File: src/rtl/frame_bank_arbiter_pkg.sv
// Shared types and constants for the frame-bank arbiter.
package frame_bank_pkg;

    typedef enum logic [1:0] {FREE, WRITING, READY, READING} bank_state_e;

    localparam int MODE_LATEST = 0;
    localparam int MODE_FIFO   = 1;
    localparam int MAX_BANKS   = 8;

endpackage

File: src/rtl/frame_bank_arbiter_if.sv
// Frame-boundary inputs and bank-select / status outputs of the frame-bank arbiter.
interface frame_bank_arbiter_if #(
    parameter int NUM_BANKS = 3,
    parameter int BANK_W    = $clog2(NUM_BANKS),
    parameter int CNT_W     = 16
);
    logic                 rd_sync;
    logic                 wr_sync;
    logic                 freeze;
    logic [BANK_W-1:0]    rd_bank;
    logic [BANK_W-1:0]    wr_bank;
    logic [NUM_BANKS-1:0] ready_mask;
    logic [BANK_W-1:0]    ready_cnt;
    logic [CNT_W-1:0]     drop_cnt;
    logic [CNT_W-1:0]     repeat_cnt;

    modport master (
        output rd_sync, wr_sync, freeze,
        input  rd_bank, wr_bank, ready_mask, ready_cnt, drop_cnt, repeat_cnt
    );

    modport slave (
        input  rd_sync, wr_sync, freeze,
        output rd_bank, wr_bank, ready_mask, ready_cnt, drop_cnt, repeat_cnt
    );
endinterface

File: src/rtl/frame_bank_arbiter_edge_sync.sv
// Two-flop synchroniser plus history flop; rise/fall decoded from the last two stages.
module bank_edge_sync (
    input  logic clk,
    input  logic rst_133,
    input  logic async_in,
    output logic level,
    output logic rise,
    output logic fall
);
    logic s1_q, s2_q, hist_q;

    always_ff @(posedge clk) begin
        if (rst_133) begin
            s1_q   <= 1'b0;
            s2_q   <= 1'b0;
            hist_q <= 1'b0;
        end else begin
            s1_q   <= async_in;
            s2_q   <= s1_q;
            hist_q <= s2_q;
        end
    end

    assign level = s2_q;
    assign rise  = s2_q & ~hist_q;
    assign fall  = ~s2_q & hist_q;
endmodule

File: src/rtl/frame_bank_arbiter.sv
// N-bank frame-buffer arbiter: writer/reader bank assignment with latest-frame or FIFO queueing.
// Define BANK_STATS_EN to implement the drop/repeat statistics counters.
module frame_bank_arbiter
    import frame_bank_pkg::*;
#(
    parameter int NUM_BANKS = 3,
    parameter int BANK_W    = $clog2(NUM_BANKS),
    parameter int MODE      = 0,
    parameter int CNT_W     = 16
) (
    input logic                clk,
    input logic                rst_133,
    frame_bank_arbiter_if.slave bus
);
    localparam int DEPTH = NUM_BANKS - 2;
    localparam int NB    = (NUM_BANKS < MAX_BANKS) ? NUM_BANKS : MAX_BANKS;

    typedef logic [BANK_W-1:0] idx_t;

    logic rd_fall, wr_rise, frz_lvl;
    logic rd_lvl_unused, rd_rise_unused, wr_lvl_unused, wr_fall_unused;
    logic frz_rise_unused, frz_fall_unused;

    bank_edge_sync u_rd_sync (
        .clk     (clk),
        .rst_133 (rst_133),
        .async_in(bus.rd_sync),
        .level   (rd_lvl_unused),
        .rise    (rd_rise_unused),
        .fall    (rd_fall)
    );

    bank_edge_sync u_wr_sync (
        .clk     (clk),
        .rst_133 (rst_133),
        .async_in(bus.wr_sync),
        .level   (wr_lvl_unused),
        .rise    (wr_rise),
        .fall    (wr_fall_unused)
    );

    bank_edge_sync u_frz_sync (
        .clk     (clk),
        .rst_133 (rst_133),
        .async_in(bus.freeze),
        .level   (frz_lvl),
        .rise    (frz_rise_unused),
        .fall    (frz_fall_unused)
    );

    idx_t                 rd_q, rd_d, wr_q, wr_d, cnt_q, cnt_d;
    idx_t                 q_q [DEPTH];
    idx_t                 q_d [DEPTH];
    logic [NUM_BANKS-1:0] mask_q, mask_d;
    bank_state_e          st [NUM_BANKS];
    logic                 rd_ev, wr_ev, swap, search, drop_inc, rep_inc;

    assign rd_ev = rd_fall & ~frz_lvl;
    assign wr_ev = wr_rise;

    always_comb begin
        rd_d     = rd_q;
        wr_d     = wr_q;
        q_d      = q_q;
        cnt_d    = cnt_q;
        swap     = 1'b0;
        search   = 1'b0;
        drop_inc = 1'b0;
        rep_inc  = 1'b0;

        if (rd_ev) begin
            if (cnt_q != '0) begin
                rd_d = q_q[0];
                for (int i = 0; i < DEPTH - 1; i++) q_d[i] = q_q[i + 1];
                cnt_d = cnt_q - idx_t'(1);
            end else if (wr_ev) begin
                // Nothing queued: the reader takes the fresh frame, the writer the old read bank.
                rd_d = wr_q;
                wr_d = rd_q;
                swap = 1'b1;
            end else begin
                rep_inc = 1'b1;
            end
        end

        if (wr_ev && !swap) begin
            if (MODE == MODE_LATEST) begin
                drop_inc = (cnt_d != '0);
                cnt_d    = '0;
                search   = 1'b1;
            end else if (MODE == MODE_FIFO && cnt_d == idx_t'(DEPTH)) begin
                wr_d = q_d[0];
                for (int i = 0; i < DEPTH - 1; i++) q_d[i] = q_d[i + 1];
                cnt_d    = cnt_d - idx_t'(1);
                drop_inc = 1'b1;
            end else begin
                search = 1'b1;
            end
            for (int i = 0; i < DEPTH; i++) begin
                if (idx_t'(i) == cnt_d) q_d[i] = wr_q;
            end
            cnt_d = cnt_d + idx_t'(1);
        end

        for (int b = 0; b < NB; b++) begin
            st[b] = FREE;
            if (idx_t'(b) == rd_d) st[b] = READING;
            for (int i = 0; i < DEPTH; i++) begin
                if (idx_t'(i) < cnt_d && q_d[i] == idx_t'(b)) st[b] = READY;
            end
        end

        // Descending scan leaves the lowest-index FREE bank in wr_d.
        if (search) begin
            for (int b = NB - 1; b >= 0; b--) begin
                if (st[b] == FREE) wr_d = idx_t'(b);
            end
        end

        for (int b = 0; b < NB; b++) mask_d[b] = (st[b] == READY);
    end

    always_ff @(posedge clk) begin
        if (rst_133) begin
            rd_q   <= '0;
            wr_q   <= idx_t'(1);
            cnt_q  <= '0;
            mask_q <= '0;
            for (int i = 0; i < DEPTH; i++) q_q[i] <= '0;
        end else begin
            rd_q   <= rd_d;
            wr_q   <= wr_d;
            cnt_q  <= cnt_d;
            mask_q <= mask_d;
            q_q    <= q_d;
        end
    end

    assign bus.rd_bank    = rd_q;
    assign bus.wr_bank    = wr_q;
    assign bus.ready_cnt  = cnt_q;
    assign bus.ready_mask = mask_q;

`ifdef BANK_STATS_EN
    logic [CNT_W-1:0] drop_q, rep_q;

    always_ff @(posedge clk) begin
        if (rst_133) begin
            drop_q <= '0;
            rep_q  <= '0;
        end else begin
            if (drop_inc && drop_q != '1) drop_q <= drop_q + CNT_W'(1);
            if (rep_inc && rep_q != '1) rep_q <= rep_q + CNT_W'(1);
        end
    end

    assign bus.drop_cnt   = drop_q;
    assign bus.repeat_cnt = rep_q;
`else
    logic stats_unused;
    assign stats_unused   = drop_inc ^ rep_inc;
    assign bus.drop_cnt   = {CNT_W{1'b0}};
    assign bus.repeat_cnt = {CNT_W{1'b0}};
`endif
endmodule
File: src/flat_wrapper.sv
// flat-port wrapper written by rule: the top's interface ports become plain ports
module frame_bank_arbiter_flat import frame_bank_pkg::*;
#(
    parameter int NUM_BANKS = 3,
    parameter int BANK_W    = $clog2(NUM_BANKS),
    parameter int MODE      = 0,
    parameter int CNT_W     = 16
)
  (clk, rst_133, bus_rd_sync, bus_wr_sync, bus_freeze, bus_rd_bank, bus_wr_bank, bus_ready_mask, bus_ready_cnt, bus_drop_cnt, bus_repeat_cnt);
  frame_bank_arbiter_if #(.NUM_BANKS(NUM_BANKS), .BANK_W(BANK_W), .CNT_W(CNT_W)) bus_i ();
  input logic clk;
  input logic rst_133;
  input wire logic [$bits(bus_i.rd_sync)-1:0] bus_rd_sync;
  input wire logic [$bits(bus_i.wr_sync)-1:0] bus_wr_sync;
  input wire logic [$bits(bus_i.freeze)-1:0] bus_freeze;
  output wire logic [$bits(bus_i.rd_bank)-1:0] bus_rd_bank;
  output wire logic [$bits(bus_i.wr_bank)-1:0] bus_wr_bank;
  output wire logic [$bits(bus_i.ready_mask)-1:0] bus_ready_mask;
  output wire logic [$bits(bus_i.ready_cnt)-1:0] bus_ready_cnt;
  output wire logic [$bits(bus_i.drop_cnt)-1:0] bus_drop_cnt;
  output wire logic [$bits(bus_i.repeat_cnt)-1:0] bus_repeat_cnt;
  assign bus_i.rd_sync = bus_rd_sync;
  assign bus_i.wr_sync = bus_wr_sync;
  assign bus_i.freeze = bus_freeze;
  assign bus_rd_bank = bus_i.rd_bank;
  assign bus_wr_bank = bus_i.wr_bank;
  assign bus_ready_mask = bus_i.ready_mask;
  assign bus_ready_cnt = bus_i.ready_cnt;
  assign bus_drop_cnt = bus_i.drop_cnt;
  assign bus_repeat_cnt = bus_i.repeat_cnt;
  frame_bank_arbiter #(.NUM_BANKS(NUM_BANKS), .BANK_W(BANK_W), .MODE(MODE), .CNT_W(CNT_W)) u_core (.clk(clk), .rst_133(rst_133), .bus(bus_i));
endmodule
File: config.mk
export PLATFORM = sky130hd
export DESIGN_NAME = frame_bank_arbiter_flat
export DESIGN_NICKNAME = d
export VERILOG_FILES = /design/src/rtl/frame_bank_arbiter_pkg.sv /design/src/rtl/frame_bank_arbiter_if.sv /design/src/rtl/frame_bank_arbiter_edge_sync.sv /design/src/rtl/frame_bank_arbiter.sv /design/src/flat_wrapper.sv
export SDC_FILE = /design/constraint.sdc
export NUM_CORES = 1
export LEC_CHECK = 0
export ABC_AREA = 1
export BUFFER_PORTS_ARGS = -buffer_cell sky130_fd_sc_hd__buf_2
export CORE_MARGIN = 2
export CORE_UTILIZATION = 45
export CTS_BUF_LIST = sky130_fd_sc_hd__clkbuf_8
export DETAILED_ROUTE_END_ITERATION = 10
export PLACE_DENSITY = 0.82
export SLEW_MARGIN = 10
export SYNTH_ARGS = -nofsm -noshare
export SYNTH_HDL_FRONTEND = slang
export SYNTH_SLANG_ARGS = --single-unit
File: constraint.sdc
create_clock -name clk -period 1.5 [get_ports clk]
set_clock_uncertainty 0.15 [all_clocks]
set_input_delay 0.225 -clock clk [delete_from_list [all_inputs] [get_ports clk]]
set_output_delay 0.225 -clock clk [all_outputs]
set_load 0.05 [all_outputs]
==> results by group, run 1 <==
Run status
  • Status: finished, violations left
  • Failing checks: setup timing

Place
  • PortBufs: 13
  • Post-DP HPWL: 1460 µm
  • RePlAce Congestion: 0.830
  • Place WS: -0.0205 ns
  • Cells after DPL: 203
  • Placed Area: 1170 µm²

Synth
  • Synth warn: 0
  • Yosys reg bits: 19
  • Synth area leader: dfxtp_1
  • Register area share after synthesis: 32.4%
  • Cell variety after synth: 19
  • Post-synth top area share: 32.4%
  • Top cells by area, synth: dfxtp_1, buf_4, nand2_1
  • Avg Cell Area, Syn: 7.28 µm²
  • Post-Synthesis Cells: 161
  • Synthesized area: 1170 µm²

Worst setup path
  • R2r startpoint: u_core.bus.ready_cnt[1]
  • Crit-path most repeated cell: nand2_2
  • Setup crit end: u_core.bus.wr_bank[0]
  • CP Class: flip-flop to flip-flop
  • Worst reg-to-reg path cell count: 8
  • CP required: 1.49 ns
  • Crit path max fanout: 7
  • Crit path largest cell delay: 0.34 ns
  • Crit path capture type: flip-flop
  • Worst path cell trace: nor2_4 -> nand3_4 -> nand2_4 -> nand2_2 -> nand2_2 -> nand3_2 -> nand4_1 -> nand2_1
  • Crit. Startpoint: u_core.bus.ready_cnt[1]
  • Reg-to-reg endpoint: u_core.bus.wr_bank[0]
  • WP data arrival: 1.52 ns
  • Slowest cell on crit path: dfxtp_2
  • Setup slack, reg-to-reg: -0.02 ns
  • Worst setup SP type: flip-flop

Final layout
  • Sequential cell area: 387 µm²
  • Area of the multi-input gates: 602 µm²
  • Final Cell Area: 1270 µm²
  • Commonest non-fill, non-tap cell in the layout: conb_1
  • Fillcell total: 250
  • ANT cells: 0
  • P&R area growth vs syn: 8.11%
  • Fin cells: 211
  • Commonest non-fill, non-tap cells in the layout: conb_1, nand2_1, inv_1
  • Nets: 187
  • Share of cells above drive strength 1: 30.9%

Pwr
  • PwrDens: 962 nW/µm²
  • Leakage Power: 0.665 nW
  • Maximum vdd drop: 0.595 mV
  • Power, Total: 1.22 mW

Timing
  • RSZ-0062 raised after global routing: yes
  • Tcrit/Tclk final: 101%
  • Fmax: 657 MHz
  • Crit path time final: 1.52 ns
  • Fin. Hold Viols: 0
  • Setup ws final: -0.0222 ns
  • # setup viols final: 2
  • Max-slew violations: 0

Die
  • Die height: 55.0 µm
  • Die Area: 3030 µm²
  • Starting Density: 47.3%
  • Core Area: 2480 µm²
  • Rows: 18
  • Die Span X: 55.0 µm
  • Top Ports: 46

Clock tree
  • CTS tree: built
  • Clock Root Buffer: clkbuf_8
  • Total CTS buffers: 3
  • Clock Sinks: 19
  • Reg clk slew, reported paths: 0.07 ns
  • Worst skew pair latency: 0.25 ns
  • Max Root-Sink Buffers: 2
  • Htree depth: 1

Routing
  • Vias/cell: 4.26
  • Antenna viol nets, final: 0
  • Routed wire length: 2040 µm
  • Drt drc: 0
  • Routed met1 length: 894 µm
  • Via Count: 899
  • Metal3 WL: 133 µm
  • WL/cell: 9.68 µm
  • Top Metal Used: met4
  • Met2 wire length: 985 µm
  • Initial drt markers: 16
  • Drt first pass iters: 4

Run
  • Max Cap Viol: 0

Global routing
  • Total gr overflow: 0
  • First-pass GRT wire length: 2990 µm
  • Total GRT Usage: 13.9%
  • Largest net degree at the start of global routing: 19
  • Antenna violations before repair: 0
  • Vias in the first global route: 699

Worst hold path
  • Hold/Removal Path Class: input pin to flip-flop
## worst min-delay path by stage
stage / cells after the start / end / slack [ns] / start
2_1_floorplan: 2 / u_core.u_frz_sync.s1_q / 0.18 / bus_freeze
3_3_place_gp: 2 / u_core.u_frz_sync.level / 0.24 / u_core.u_frz_sync.s1_q
3_5_place_dp: 2 / u_core.u_wr_sync.level / 0.24 / u_core.u_wr_sync.s1_q
4_1_cts: 3 / u_core.u_wr_sync.s1_q / 0.03 / bus_wr_sync
5_1_grt: 3 / u_core.u_wr_sync.s1_q / 0.02 / bus_wr_sync
6_report: 3 / u_core.u_wr_sync.s1_q / 0.02 / bus_wr_sync
## synthesized netlist by cell type, drive strengths merged
cell / number
inv: 23
nand3: 19
a21oi: 1
nand2: 34
dfxtp: 19
nor2: 26
clkbuf: 1
nand4: 1
o21ai: 3
conb: 1
buf: 33
## registers in the layout (all words and copies together) (netlist names)
name                     cells
u_core.u_wr_sync.level       1
u_core.bus.ready_cnt         2
u_core.u_wr_sync.s1_q        1
u_core.bus.ready_mask        3
u_core.bus.wr_bank           2
u_core.u_rd_sync.hist_q      1
u_core.bus.rd_bank           2
u_core.u_wr_sync.hist_q      1
u_core.u_frz_sync.level      1
u_core.q_q                   2
u_core.u_rd_sync.s1_q        1
u_core.u_rd_sync.level       1
u_core.u_frz_sync.s1_q       1
## power breakdown
group / switching (mW) / total, mW / internal, mW
clock: 0.159 / 0.341 / 0.182
sequential: 0.0118 / 0.538 / 0.526
combinational: 0.289 / 0.341 / 0.0527
total: 0.459 / 1.22 / 0.761
## final cells by class
type / instances / area share, %
clock inverters: 1 / 0.296
clock buffers: 3 / 3.26
well taps: 30 / 2.96
multi-input cells: 116 / 47.5
repair buffers: 19 / 8.69
flip-flops and latches: 19 / 30.5
inverters: 23 / 6.81
## metrics by stage
step / setup TNS (ns) / utilization (%) / hold slack [ns]
2_1_floorplan: 0 / - / 0.182
3_3_place_gp: 0 / 47.2 / 0.239
3_5_place_dp: -0.0205 / 47.2 / 0.244
4_1_cts: 0 / 49.2 / 0.0257
5_1_grt: -0.264 / 51.2 / 0.0179
6_report: -0.0422 / 51.2 / 0.0188
## metal layers
metal	track usage, %	vias to the layer above
met4	6.10	0
met5	0	-
met1	18.6	394
li1	-	462
met3	1.61	5
met2	22.4	38
## critical path, delay by kind of cell, from the launching register on
kind             cells  cell delay [ns]
and+or+nand+nor      8             0.92
DFF                  1             0.34
## what timing repair did
| action | 4_1_cts | 5_1_grt |
|---|---|---|
| pin swaps | 0 | 4 |
| setup endpoints to repair | 2 | 2 |
| resized for setup | 1 | 7 |
| hold buffers | 0 | 0 |
| buffers inserted | 0 | 4 |
## logic make-up after synthesis
group	Yosys count	share of synthesized area [%]
other	1	0.320
AO/OA/AOI/OAI	4	1.71
flip-flops	19	32.4
buffers and inverters	57	28.5
AND/OR/NAND/NOR	80	37.0
Note: power is estimated with default switching activity, not from simulation.
==> run 2, diff against run 1 <==
RECOVER_POWER = 50   (was unset)
==> run 2 against run 1 <==
Against the previous run:
- the flow still finishes with violations (setup timing)
- maximum frequency about the same
- clock power about the same
- count of clock-buffer cells in the layout is the same
- worst setup slack barely moved
- die area did not move
- sequential power about the same
- flip-flop and latch count unchanged
- sequential share of layout area about the same
- non-clock buffer count unchanged
- core utilization fell by 0.050 points
- via count is the same
- critical path type unchanged
- largest cell class unchanged
- largest power group unchanged
==> results by group, run 2 (synthesis results as in run 1) <==
Die
  • Rows: 18
  • Starting Density: 47.3%
  • Die Span X: 55.0 µm
  • Core Area: 2480 µm²
  • Top Ports: 46
  • Die Area: 3030 µm²
  • Die height: 55.0 µm

Worst setup path
  • Crit-path most repeated cell: nand2_2
  • Setup slack, reg-to-reg: -0.02 ns
  • CP Class: flip-flop to flip-flop
  • Crit path capture type: flip-flop
  • Slowest cell on crit path: dfxtp_2
  • CP required: 1.50 ns
  • Worst setup SP type: flip-flop
  • Crit path max fanout: 7
  • CP top delay family: simple AND/OR/NAND/NOR gates
  • Worst path cell trace: nor2_4 -> nand3_4 -> nand2_4 -> nand2_2 -> nand2_2 -> nand3_2 -> nand4_1 -> nand2_1
  • WP data arrival: 1.52 ns
  • Crit path largest cell delay: 0.34 ns
  • Buf/Inv on CP: 0

Final layout
  • Commonest non-fill, non-tap cells in the layout: conb_1, nand2_1, inv_1
  • Nets: 187
  • P&R area growth vs syn: 8.00%
  • Commonest non-fill, non-tap cell in the layout: conb_1
  • Max reg flops: 3
  • Share of cells above drive strength 1: 30.4%
  • ANT cells: 0
  • Final Cell Area: 1270 µm²

Place
  • PortBufs: 13
  • Placed Area: 1170 µm²
  • Post-DP HPWL: 1460 µm
  • RePlAce Congestion: 0.830

Clock tree
  • Total CTS buffers: 3
  • Worst skew pair latency: 0.25 ns
  • Htree depth: 1
  • CTS tree: built
  • Reg clk slew, reported paths: 0.07 ns
  • Max Root-Sink Buffers: 2
  • Clock Sinks: 19
  • Clock Root Buffer: clkbuf_8

Timing
  • Least-Margin Pin Slew: 0.802 ns
  • Fin. Hold Viols: 0
  • RSZ-0062 raised after global routing: yes
  • Tcrit/Tclk final: 101%
  • Max-slew violations: 0
  • Setup ws final: -0.0221 ns
  • Crit path time final: 1.52 ns
  • Hold Worst Slack: 0.0188 ns
  • # setup viols final: 2
  • Relative max-transition margin: 46.6%
  • Fmax: 657 MHz

Routing
  • Drt drc: 0
  • Initial drt markers: 16
  • Drt first pass iters: 4
  • WL/cell: 9.68 µm
  • Vias/cell: 4.26
  • Via Count: 899
  • Routed wire length: 2040 µm
  • Antenna viol nets, final: 0

Global routing
  • Total gr overflow: 0
  • Antenna violations before repair: 0
  • Total GRT Usage: 13.9%
  • First-pass GRT wire length: 2990 µm
  • Largest net degree at the start of global routing: 19
  • Vias in the first global route: 699

Pwr
  • PwrDens: 963 nW/µm²
  • Psw: 459 µW
  • Maximum vdd drop: 0.596 mV
  • Sequential share of power: 44.1%
  • Pint: 760 µW
  • Comb pwr share: 28.0%
  • Sw Ratio: 37.7%
  • Leakage Power: 0.659 nW
  • Clock power share: 27.9%

Run status
  • Failing checks: setup timing
  • Status: finished, violations left

Run
  • Max Cap Viol: 0

Worst hold path
  • Hold/Removal Path Class: input pin to flip-flop
run 2: cell types whose count changed in the layout (fill, tap and decap cells not counted), sizes merged:
cell and delta:
clkbuf +4, buf -4
run 2: cell type report:
| class | instances | area (µm²) |
|---|---|---|
| clock buffer | 3 | 41.3 |
| clock inverter | 1 | 3.75 |
| fill | 251 | 1210 |
| inverter | 23 | 86.3 |
| multi-input combinational | 116 | 602 |
| sequential | 19 | 387 |
| tap | 30 | 37.5 |
| timing repair buffer | 19 | 109 |
run 2: repair_timing:
item / 4_1_cts / 5_1_grt
setup buffers: 0 / 4
endpoints found under the hold margin: 0 / 0
hold buffers: 0 / 0
pin swaps: 0 / 4
setup endpoints to repair: 2 / 2
gates resized for setup: 1 / 7
run 2: tightest hold or removal path: stages:
cell    delay [ns]
buf_2         0.07
inv_1         0.03
nor2_1        0.06
run 2: through the flow:
| stage | utilization (%) | cells | setup TNS, ns | setup WS [ns] | power [mW] |
|---|---|---|---|---|---|
| 6_report | 51.1 | 211 | -0.0420 | -0.0221 | 1.22 |
| 4_1_cts | 49.2 | 207 | 0 | 0.00637 | 1.21 |
| 3_5_place_dp | 47.2 | 203 | -0.0205 | -0.0205 | 0.873 |
| 3_3_place_gp | 47.2 | 203 | 0 | 0.0345 | 0.870 |
| 2_1_floorplan | - | 192 | 0 | 0.0138 | 0.906 |
| 5_1_grt | 51.1 | 211 | -0.271 | -0.117 | 1.27 |
run 2: power by group through the flow:
stage | logic (mW) | registers, mW | clock network [mW]
finish | 0.341 | 0.538 | 0.341
global route | 0.365 | 0.540 | 0.364
CTS | 0.328 | 0.538 | 0.342
detailed placement | 0.325 | 0.548 | 0
global placement | 0.322 | 0.548 | 0
floorplan | 0.329 | 0.578 | 0
run 2: path summary, 6_finish.rpt:
kind         cells past startpoint                       to                     from
max                              8    u_core.bus.wr_bank[0]  u_core.bus.ready_cnt[1]
min                              3    u_core.u_wr_sync.s1_q              bus_wr_sync
max reg2reg                      8    u_core.bus.wr_bank[0]  u_core.bus.ready_cnt[1]
min reg2reg                      2  u_core.u_frz_sync.level   u_core.u_frz_sync.s1_q
run 2: metal layers:
| layer | GRT usage (%) | vias to the layer above | wire, µm |
|---|---|---|---|
| li1 | - | 462 | - |
| met1 | 18.6 | 394 | 895 |
| met2 | 22.4 | 38 | 984 |
| met3 | 1.61 | 5 | 134 |
| met4 | 6.10 | 0 | 29 |
| met5 | 0 | - | 0 |
